==> src/rtl/sa_host_pkg.sv <==
// Shared types and constants for the systolic-array host sequencer.
package sa_host_pkg;

  localparam int SA_N     = 8;
  localparam int SA_DEPTH = 16;
  localparam int SA_KW    = 5;

  // Bit positions of the engine controls within its uio_in byte.
  localparam int CTRL_READOUT = 0;
  localparam int CTRL_USEXOR  = 1;
  localparam int CTRL_SAYHI   = 7;

  typedef enum logic [2:0] {
    IDLE,
    FEED_A,
    FEED_B,
    READ,
    DONE
  } seq_state_e;

endpackage

==> src/rtl/sa_operand_ram.sv <==
// Operand pair buffer: one synchronous write port, one asynchronous read port.
module sa_operand_ram #(
  parameter int N     = 8,
  parameter int DEPTH = 16,
  parameter int AW    = $clog2(DEPTH)
) (
  input  logic          clk,
  input  logic          wr_en,
  input  logic [AW-1:0] wr_addr,
  input  logic [N-1:0]  wr_a,
  input  logic [N-1:0]  wr_b,
  input  logic [AW-1:0] rd_addr,
  output logic [N-1:0]  rd_a,
  output logic [N-1:0]  rd_b
);

  logic [2*N-1:0] mem_q [DEPTH];

  always_ff @(posedge clk) begin
    if (wr_en) mem_q[wr_addr] <= {wr_a, wr_b};
  end

  assign rd_a = mem_q[rd_addr][2*N-1:N];
  assign rd_b = mem_q[rd_addr][N-1:0];

endmodule

==> src/rtl/sa_host_sequencer.sv <==
// Host-side initiator for the boolean outer-product engine: streams operand
// pairs, runs the readout and captures the result rows.
//
// state  | meaning
// IDLE   | readout held high, engine phase aligned and flushed; waits for start
// FEED_A | present A[k] on the engine byte input
// FEED_B | present B[k]; advance k, go to READ after the last step
// READ   | N readout cycles, capturing one result row per cycle
// DONE   | one-cycle done pulse, back to IDLE
module sa_host_sequencer
  import sa_host_pkg::*;
#(
  parameter int N     = SA_N,
  parameter int DEPTH = SA_DEPTH,
  parameter int KW    = SA_KW
) (
  input  logic                     clk,
  input  logic                     rst_n,
  input  logic                     ld_en,
  input  logic [$clog2(DEPTH)-1:0] ld_addr,
  input  logic [N-1:0]             ld_a,
  input  logic [N-1:0]             ld_b,
  input  logic [KW-1:0]            k_len,
  input  logic                     xor_mode,
  input  logic                     start,
  output logic                     busy,
  output logic                     done,
  input  logic [$clog2(N)-1:0]     res_addr,
  output logic [N-1:0]             res_data,
  output logic [7:0]               dut_ui,
  output logic                     dut_readout,
  output logic                     dut_usexor,
  output logic                     dut_sayhi,
  input  logic [7:0]               dut_uo
);

  localparam int AW = $clog2(DEPTH);
  localparam int RW = $clog2(N);

  seq_state_e    state_q, state_d;
  logic [KW-1:0] k_q, k_d;
  logic [KW-1:0] kk_q, kk_d;
  logic [RW-1:0] r_q, r_d;
  logic          xor_q, xor_d;
  logic [7:0]    ui_q, ui_d;
  logic          readout_q, readout_d;
  logic          busy_q, busy_d;
  logic          done_q, done_d;
  logic [N-1:0]  res_q [N];

  logic [KW-1:0] kk_sat;
  logic [N-1:0]  rd_a, rd_b;
  logic [RW-1:0] res_idx;

  assign kk_sat = (k_len > KW'(DEPTH)) ? KW'(DEPTH) : k_len;

  sa_operand_ram #(.N(N), .DEPTH(DEPTH), .AW(AW)) u_ram (
    .clk     (clk),
    .wr_en   (ld_en & ~busy_q),
    .wr_addr (ld_addr),
    .wr_a    (ld_a),
    .wr_b    (ld_b),
    .rd_addr (k_d[AW-1:0]),
    .rd_a    (rd_a),
    .rd_b    (rd_b)
  );

  always_comb begin
    state_d = state_q;
    k_d     = k_q;
    kk_d    = kk_q;
    r_d     = r_q;
    xor_d   = xor_q;
    unique case (state_q)
      IDLE: begin
        if (start) begin
          kk_d    = kk_sat;
          xor_d   = xor_mode;
          k_d     = '0;
          r_d     = '0;
          state_d = (kk_sat == '0) ? READ : FEED_A;
        end
      end
      FEED_A: state_d = FEED_B;
      FEED_B: begin
        k_d     = k_q + KW'(1);
        state_d = (k_d == kk_q) ? READ : FEED_A;
      end
      READ: begin
        if (r_q == RW'(N - 1)) state_d = DONE;
        else                   r_d = r_q + RW'(1);
      end
      DONE:    state_d = IDLE;
      default: state_d = IDLE;
    endcase
  end

  // Engine-facing outputs are computed from the next state so they are
  // registered yet line up with the state they belong to.
  always_comb begin
    ui_d      = '0;
    readout_d = 1'b1;
    busy_d    = 1'b0;
    done_d    = 1'b0;
    unique case (state_d)
      FEED_A: begin
        ui_d      = 8'(rd_a);
        readout_d = 1'b0;
        busy_d    = 1'b1;
      end
      FEED_B: begin
        ui_d      = 8'(rd_b);
        readout_d = 1'b0;
        busy_d    = 1'b1;
      end
      READ:    busy_d = 1'b1;
      DONE:    done_d = 1'b1;
      default: ;
    endcase
  end

  always_ff @(posedge clk or negedge rst_n) begin
    if (!rst_n) begin
      state_q   <= IDLE;
      k_q       <= '0;
      kk_q      <= '0;
      r_q       <= '0;
      xor_q     <= 1'b0;
      ui_q      <= '0;
      readout_q <= 1'b1;
      busy_q    <= 1'b0;
      done_q    <= 1'b0;
    end else begin
      state_q   <= state_d;
      k_q       <= k_d;
      kk_q      <= kk_d;
      r_q       <= r_d;
      xor_q     <= xor_d;
      ui_q      <= ui_d;
      readout_q <= readout_d;
      busy_q    <= busy_d;
      done_q    <= done_d;
    end
  end

  // Readout cycle r carries row N-1-r, so rows fill from the top down.
  assign res_idx = RW'(N - 1) - r_q;

  always_ff @(posedge clk or negedge rst_n) begin
    if (!rst_n) begin
      for (int i = 0; i < N; i++) res_q[i] <= '0;
    end else if (state_q == READ) begin
      res_q[res_idx] <= dut_uo[N-1:0];
    end
  end

  assign res_data    = res_q[res_addr];
  assign busy        = busy_q;
  assign done        = done_q;
  assign dut_ui      = ui_q;
  assign dut_readout = readout_q;
  assign dut_usexor  = xor_q;
  assign dut_sayhi   = 1'b0;

endmodule
==> config.mk <==
export PLATFORM = sky130hd
export DESIGN_NAME = sa_host_sequencer
export DESIGN_NICKNAME = d
export VERILOG_FILES = /design/src/rtl/sa_host_pkg.sv /design/src/rtl/sa_operand_ram.sv /design/src/rtl/sa_host_sequencer.sv
export SDC_FILE = /design/constraint.sdc
export NUM_CORES = 1
export LEC_CHECK = 0
export CAP_MARGIN = 20
export CORE_UTILIZATION = 60
export CTS_CLUSTER_DIAMETER = 80
export CTS_CLUSTER_SIZE = 8
export DETAILED_ROUTE_END_ITERATION = 8
export PLACE_DENSITY = 0.78
export SLEW_MARGIN = 40
export SYNTH_ARGS = -nofsm -noshare
export SYNTH_HDL_FRONTEND = slang
export SYNTH_SLANG_ARGS = --single-unit
==> constraint.sdc <==
create_clock -name clk -period 5.3 [get_ports clk]
set_input_delay 1.06 -clock clk [delete_from_list [all_inputs] [get_ports clk]]
set_output_delay 1.06 -clock clk [all_outputs]
set_load 0.01 [all_outputs]
### Word level (Yosys, flattened, before mapping)

Memories as Yosys holds them, arrays and structs flattened.
Cells that the tools add are included.

| word-level totals | value |
|---|---|
| bits in registers | 92 |
| word-level logic and storage cells | 74 |
| RAM bits | 256 |
| output and inout port bits | 21 |
| memories kept | 1 |
| bits of input ports | 41 |

Memories:

| memory | words | bits a word | read ports | clocked after memory_dff | wr ports | line | text |
|---|---|---|---|---|---|---|---|
| u_ram.mem_q | 16 | 16 | 1 | 0 | 1 | sa_operand_ram.sv:17 | `logic [2*N-1:0] mem_q [DEPTH];` |

| operators by class | value |
|---|---|
| equal/unequal tests | 11 |
| reductions and logical operators | 10 |
| bitwise operators | 4 |
| magnitude comparators | 4 |
| multiplexer cells | 23 |
| $add $sub $neg | 3 |

Operator list:

| operator | number |
|---|---|
| $bwmux W64 | 1 |
| $bmux W8 S3 | 1 |
| $demux W8 S3 | 1 |
| $mux W8 | 3 |
| $pmux W8 S2 | 1 |
| $eq A3 B2 Y1 const B | 4 |
| $mux W3 | 4 |
| $pmux W3 S4 | 1 |
| $mux W5 | 2 |
| $pmux W5 S2 | 1 |
| $ge A4 B4 Y1 const B | 2 |
| $not A3 Y4 | 2 |
| $eq A3 B1 Y1 const B | 2 |
| $eq A3 B3 Y1 const B | 2 |
| $pmux W3 S2 | 1 |
| $add A5 B1 Y5 const B | 1 |
| $eq A5 B5 Y1 | 1 |
| $gt A5 B5 Y1 const B | 1 |
| $logic_not A5 Y1 | 1 |
| $mux W1 | 5 |
| $lt A4 B1 Y1 const B | 1 |
| $mux W2 | 2 |
| $ne A2 B2 Y1 const B | 2 |
| $reduce_and A2 Y1 | 2 |
| other kinds (10) | 11 |

### Logic depth before layout (Yosys ltp)

| logic depth | value |
|---|---|
| word-level depth | 9 |
| mapped depth | 13 |
| mapped depth without buffers | 9 |

### By module

From an unflattened synthesis, not the netlist that was laid out.

| unflattened totals | value |
|---|---|
| cell total of the unflattened synthesis | 719 |
| area total of the unflattened synthesis | 13959.6 µm² |

Modules (own cells, without submodules):

| module | sequential area each (µm²) | area each (µm²) | cells an instance | instances |
|---|---|---|---|---|
| sa_operand_ram | 7687.4 | 9723.1 | 416 | 1 |
| sa_host_sequencer | 2303.5 | 4236.6 | 303 | 1 |

### Least setup slack after synthesis

No wires, ideal clock.

| timing path | value |
|---|---|
| path kind | input to output |
| start | input port res_addr[0] |
| end | output port res_data[0] |
| buffers on the path | 2 |
| setup slack | 1.409 ns |
| stages | 4 |
| data required time | 4.240 ns |
| data arrival time | 2.831 ns |
| cells stage by stage | clkbuf_1 -> buf_1 -> mux4_2 -> mux2_2 |

| on the way | value |
|---|---|
| word-level cells in the longest chain between the ends | 4 |

RTL lines:

| what | line | text |
|---|---|---|
| start: declaration | sa_host_sequencer.sv:28 | `input logic [$clog2(N)-1:0] res_addr,` |
| $not A3 Y4 (not written as such) | sa_host_sequencer.sv:157 | `assign res_data = res_q[res_addr];` |
| $bmux W8 S3 | sa_host_sequencer.sv:157 |  |
| $mux W8 (not written as such) (2 in series) | sa_host_sequencer.sv:157 |  |
| end: declaration | sa_host_sequencer.sv:29 | `output logic [N-1:0] res_data,` |

No other way between the ends. The select of a mux whose other input is x is not followed.

### Final worst setup path

| timing path | value |
|---|---|
| start | input port res_addr[1] |
| end | output port res_data[0] |

The elaborated chain is that of the path after synthesis.

==> results.md <==
* Die width at 156 µm
* Die Ht at 156 µm
* Sequential share of power at 37.0%
* Top-count cell post-synth: edfxtp_1
* Clk slew on worst S/H paths at 0.05 ns
* R2r startpoint: state_q[1]
* Post-Layout Cell Count at 1225
* CTS tree: built
* Crit path DAT at 3.25 ns
* Max Cap Viol at 0
* R2R depth at 7
* Synthesized area per cell at 18.2 µm²
* Post CTS Setup Buffer Count at 0
* Area delta synth->final at 17.1%
* # placed instances at 1133
* Detailed placement HPWL at 17.5 mm
* Final hold viol count at 0
* Psw at 2.99 mW
* Number of global-route vias before repair at 8138
* Synth cell count leaders: edfxtp_1 (256), dfrtp_1 (91), mux2_2 (71)
* Critical path class: in -> out
* Clk_lat worst skew at 0.56 ns
* Switching part of the total power at 30.9%
* Max-slew violation count at 0
* Core area at 22900 µm²
* CTS Hold Bufs at 0
* Tmin final at 4.31 ns
* Slowest cell on crit path: clkdlybuf4s50_1
* RSZ-0062 raised after global routing: no
* Post-synthesis sequential area ratio at 70.3%
* Synthesized net count at 825
* Initial core utilization at 62.0%
* Worst min-delay path class: reg -> reg
* Drt wl/cell at 25.2 µm
* ANT nets after route at 0
* Yosys warnings at 0
* Fin Setup TNS at 0 ns
* Via-to-Cell Ratio at 6.37
* Top_reg_cell synth: edfxtp_1
* Initial antenna violation count at 0
* Top Ports at 62
* H-tree level count at 2
* CP max FO at 16
* DRC at 0
* TritonCTS buffer count at 49
* Worst Tran Pin Value at 0.868 ns
* Top cell family by delay on the critical path: buffers and inverters
* GRT Total Usage at 26.7%
* Number of synthesized flops with an enable pin at 256
* Sum of buffers and inverters on the critical path at 2
* Clk sinks at 348
* Largest net degree at the start of global routing at 78
* Number of diodes at 0
* Synth area leader: edfxtp_1
* Layout cell share with drive strength beyond 1 at 24.7%
* Critical path cell sequence: clkdlybuf4s50_1 -> mux4_2 -> mux2_2 -> clkdlybuf4s50_1
* First-pass GRT wire length at 47.1 mm
* Nets at 915
* Slew HR at 41.9%
* Synthesized cell area at 14200 µm²
* Final Power at 9.69 mW
* Ranking of synthesized cells by area: edfxtp_1 (54%), dfrtp_1 (16%), mux4_2 (9.4%), mux2_2 (5.6%), mux2i_1 (3.5%)
* Reg-to-Reg End: dut_ui[5]
* Startpoint Class: input port
* Worst setup startpoint: res_addr[1]
* Max clock buf depth at 3
* Number of synthesized register bits at 348
* Post-cts sizing count at 0
* FFs w/ async S/R, synth at 26.4%
* Clock power share at 30.0%
* IO Port Bufs at 60
* Outcome: complete, no violations
* First-pass DRT Iterations at 5
* Die outline area at 24300 µm²
* Area fraction of the dominant cell type after synthesis at 54.1%
* GRT overflow at 0
* F_max at 232 MHz
* Cell Pwr Density at 582 nW/µm²
* Placer Congestion at 0.804
* Drt total wl at 30.9 mm
* Yosys cell types at 60
* Endpoints failing setup at 0
* Most frequent CP cell: clkdlybuf4s50_1
* Row count at 55
* CP max stage delay at 1.00 ns
* Leak Pwr at 5.85 nW
* CP Capture Type: output port
* Vias post-DR at 7805
* Peak VDD IR at 0.404 mV
* Worst Skew at 0.0211 ns
* Worst reg2reg setup slack at 1.79 ns
* Required @ worst endpoint at 4.24 ns
* Post-Syn Instances at 781
* Critical path depth at 4
* Root Buffer Master: clkbuf_16
* Final Cycle Share at 81.2%
* Final hold slack at 0.492 ns
* DR iter-0 viols at 681
* Int Pwr at 6.70 mW
* Logic gate share of total power at 33.1%
* Setup crit end: res_data[0]
==> how the worst min path moves through the flow <==
stage,startpoint,to,slack (ns),cells past startpoint
after floorplan,res_q[48],res_q[48],0.45,1
after global placement,res_q[49],res_q[49],0.47,1
after detailed placement,res_q[51],res_q[51],0.48,1
after CTS,res_q[48],res_q[48],0.50,1
after global routing,res_q[49],res_q[49],0.51,1
final,res_q[49],res_q[49],0.49,1
==> cells by family (layout without fill, tap and decap cells) <==
kind of cell               count (synthesis)  after routing  share of synthesized area (%)
AOI/OAI and AO/OA                         71             71                           3.77
buffers and inverters                     41            172                           1.73
adders and majority gates                  3              3                          0.264
other                                      1              1                         0.0264
DFF                                      348            348                           70.3
muxes                                    188            188                           19.1
xor gates and xnor gates                   5              5                          0.308
and+or+nand+nor                          124            124                           4.46
==> sequential cells by signal, indices dropped and copies added (netlist names) <==
name	count
k_q	5
dut_readout	1
done	1
kk_q	5
dut_ui	8
res_q	64
busy	1
state_q	3
u_ram.mem_q	256
r_q	3
dut_usexor	1
==> placed cells by master (no fill, tap or decap), types with 2 or more instances in the layout <==
cell	netlist	final
edfxtp_1	256	256
dfrtp_1	91	91
mux2_2	71	71
mux4_2	59	59
clkdlybuf4s50_1	0	59
mux2i_1	50	50
clkbuf_16	0	49
clkbuf_1	12	39
nand2_1	28	28
nor2_1	29	22
nand3_1	19	19
buf_4	3	16
a22oi_1	12	12
o22ai_1	11	11
nand2b_1	10	10
o21ai_0	8	8
mux2_1	8	8
o211ai_1	7	7
o221ai_1	7	7
nor3_2	0	5
nor2_4	0	5
nor2b_1	4	4
xnor2_1	4	4
nor3_1	10	4
a21oi_1	4	4
nand4_1	4	4
nor3b_2	3	3
or2_1	3	3
a2bb2oi_1	3	3
a22o_1	3	3
ha_1	3	3
o21ai_1	2	2
and2_1	2	2
inv_1	2	2
nor3b_1	3	2
or3_1	2	2
a21o_1	2	2
a211o_1	2	2
nor2_2	0	2
nand3b_1	2	2
==> final cells by class <==
class / instances / area [µm²]
Sequential cell: 348 / 9990
Fill cell: 1315 / 6270
Multi-Input combinational cell: 392 / 4060
Clock buffer: 88 / 1370
Timing Repair Buffer: 75 / 711
Tap cell: 313 / 392
Clock inverter: 4 / 88.8
Inverter: 5 / 27.5
==> power groups by stage <==
stage	Combinational [mW]	Sequential (mW)	Clock (mW)
after detailed placement	3.18	3.62	0
after global routing	3.46	3.62	3.06
final	3.20	3.58	2.91
after CTS	3.23	3.58	2.94
after floorplan	2.61	3.50	0
after global placement	3.08	3.59	0
==> stage by stage <==
stage          setup WS (ns)  util [%]  instance area, µm²
2_1_floorplan           1.41         -               14200
3_3_place_gp            1.03      66.0               15100
3_5_place_dp           0.985      66.2               15200
4_1_cts                0.979      72.6               16600
5_1_grt                0.922      72.6               16600
6_report               0.994      72.6               16600
==> per-layer routing <==
metal  part of all wire (%)  GRT usage, %
met5                      0             0
met4                    4.1          12.7
met3                    7.1          4.81
met2                     49          42.6
met1                     39          36.0
Note: power is estimated with default switching activity, not from simulation.
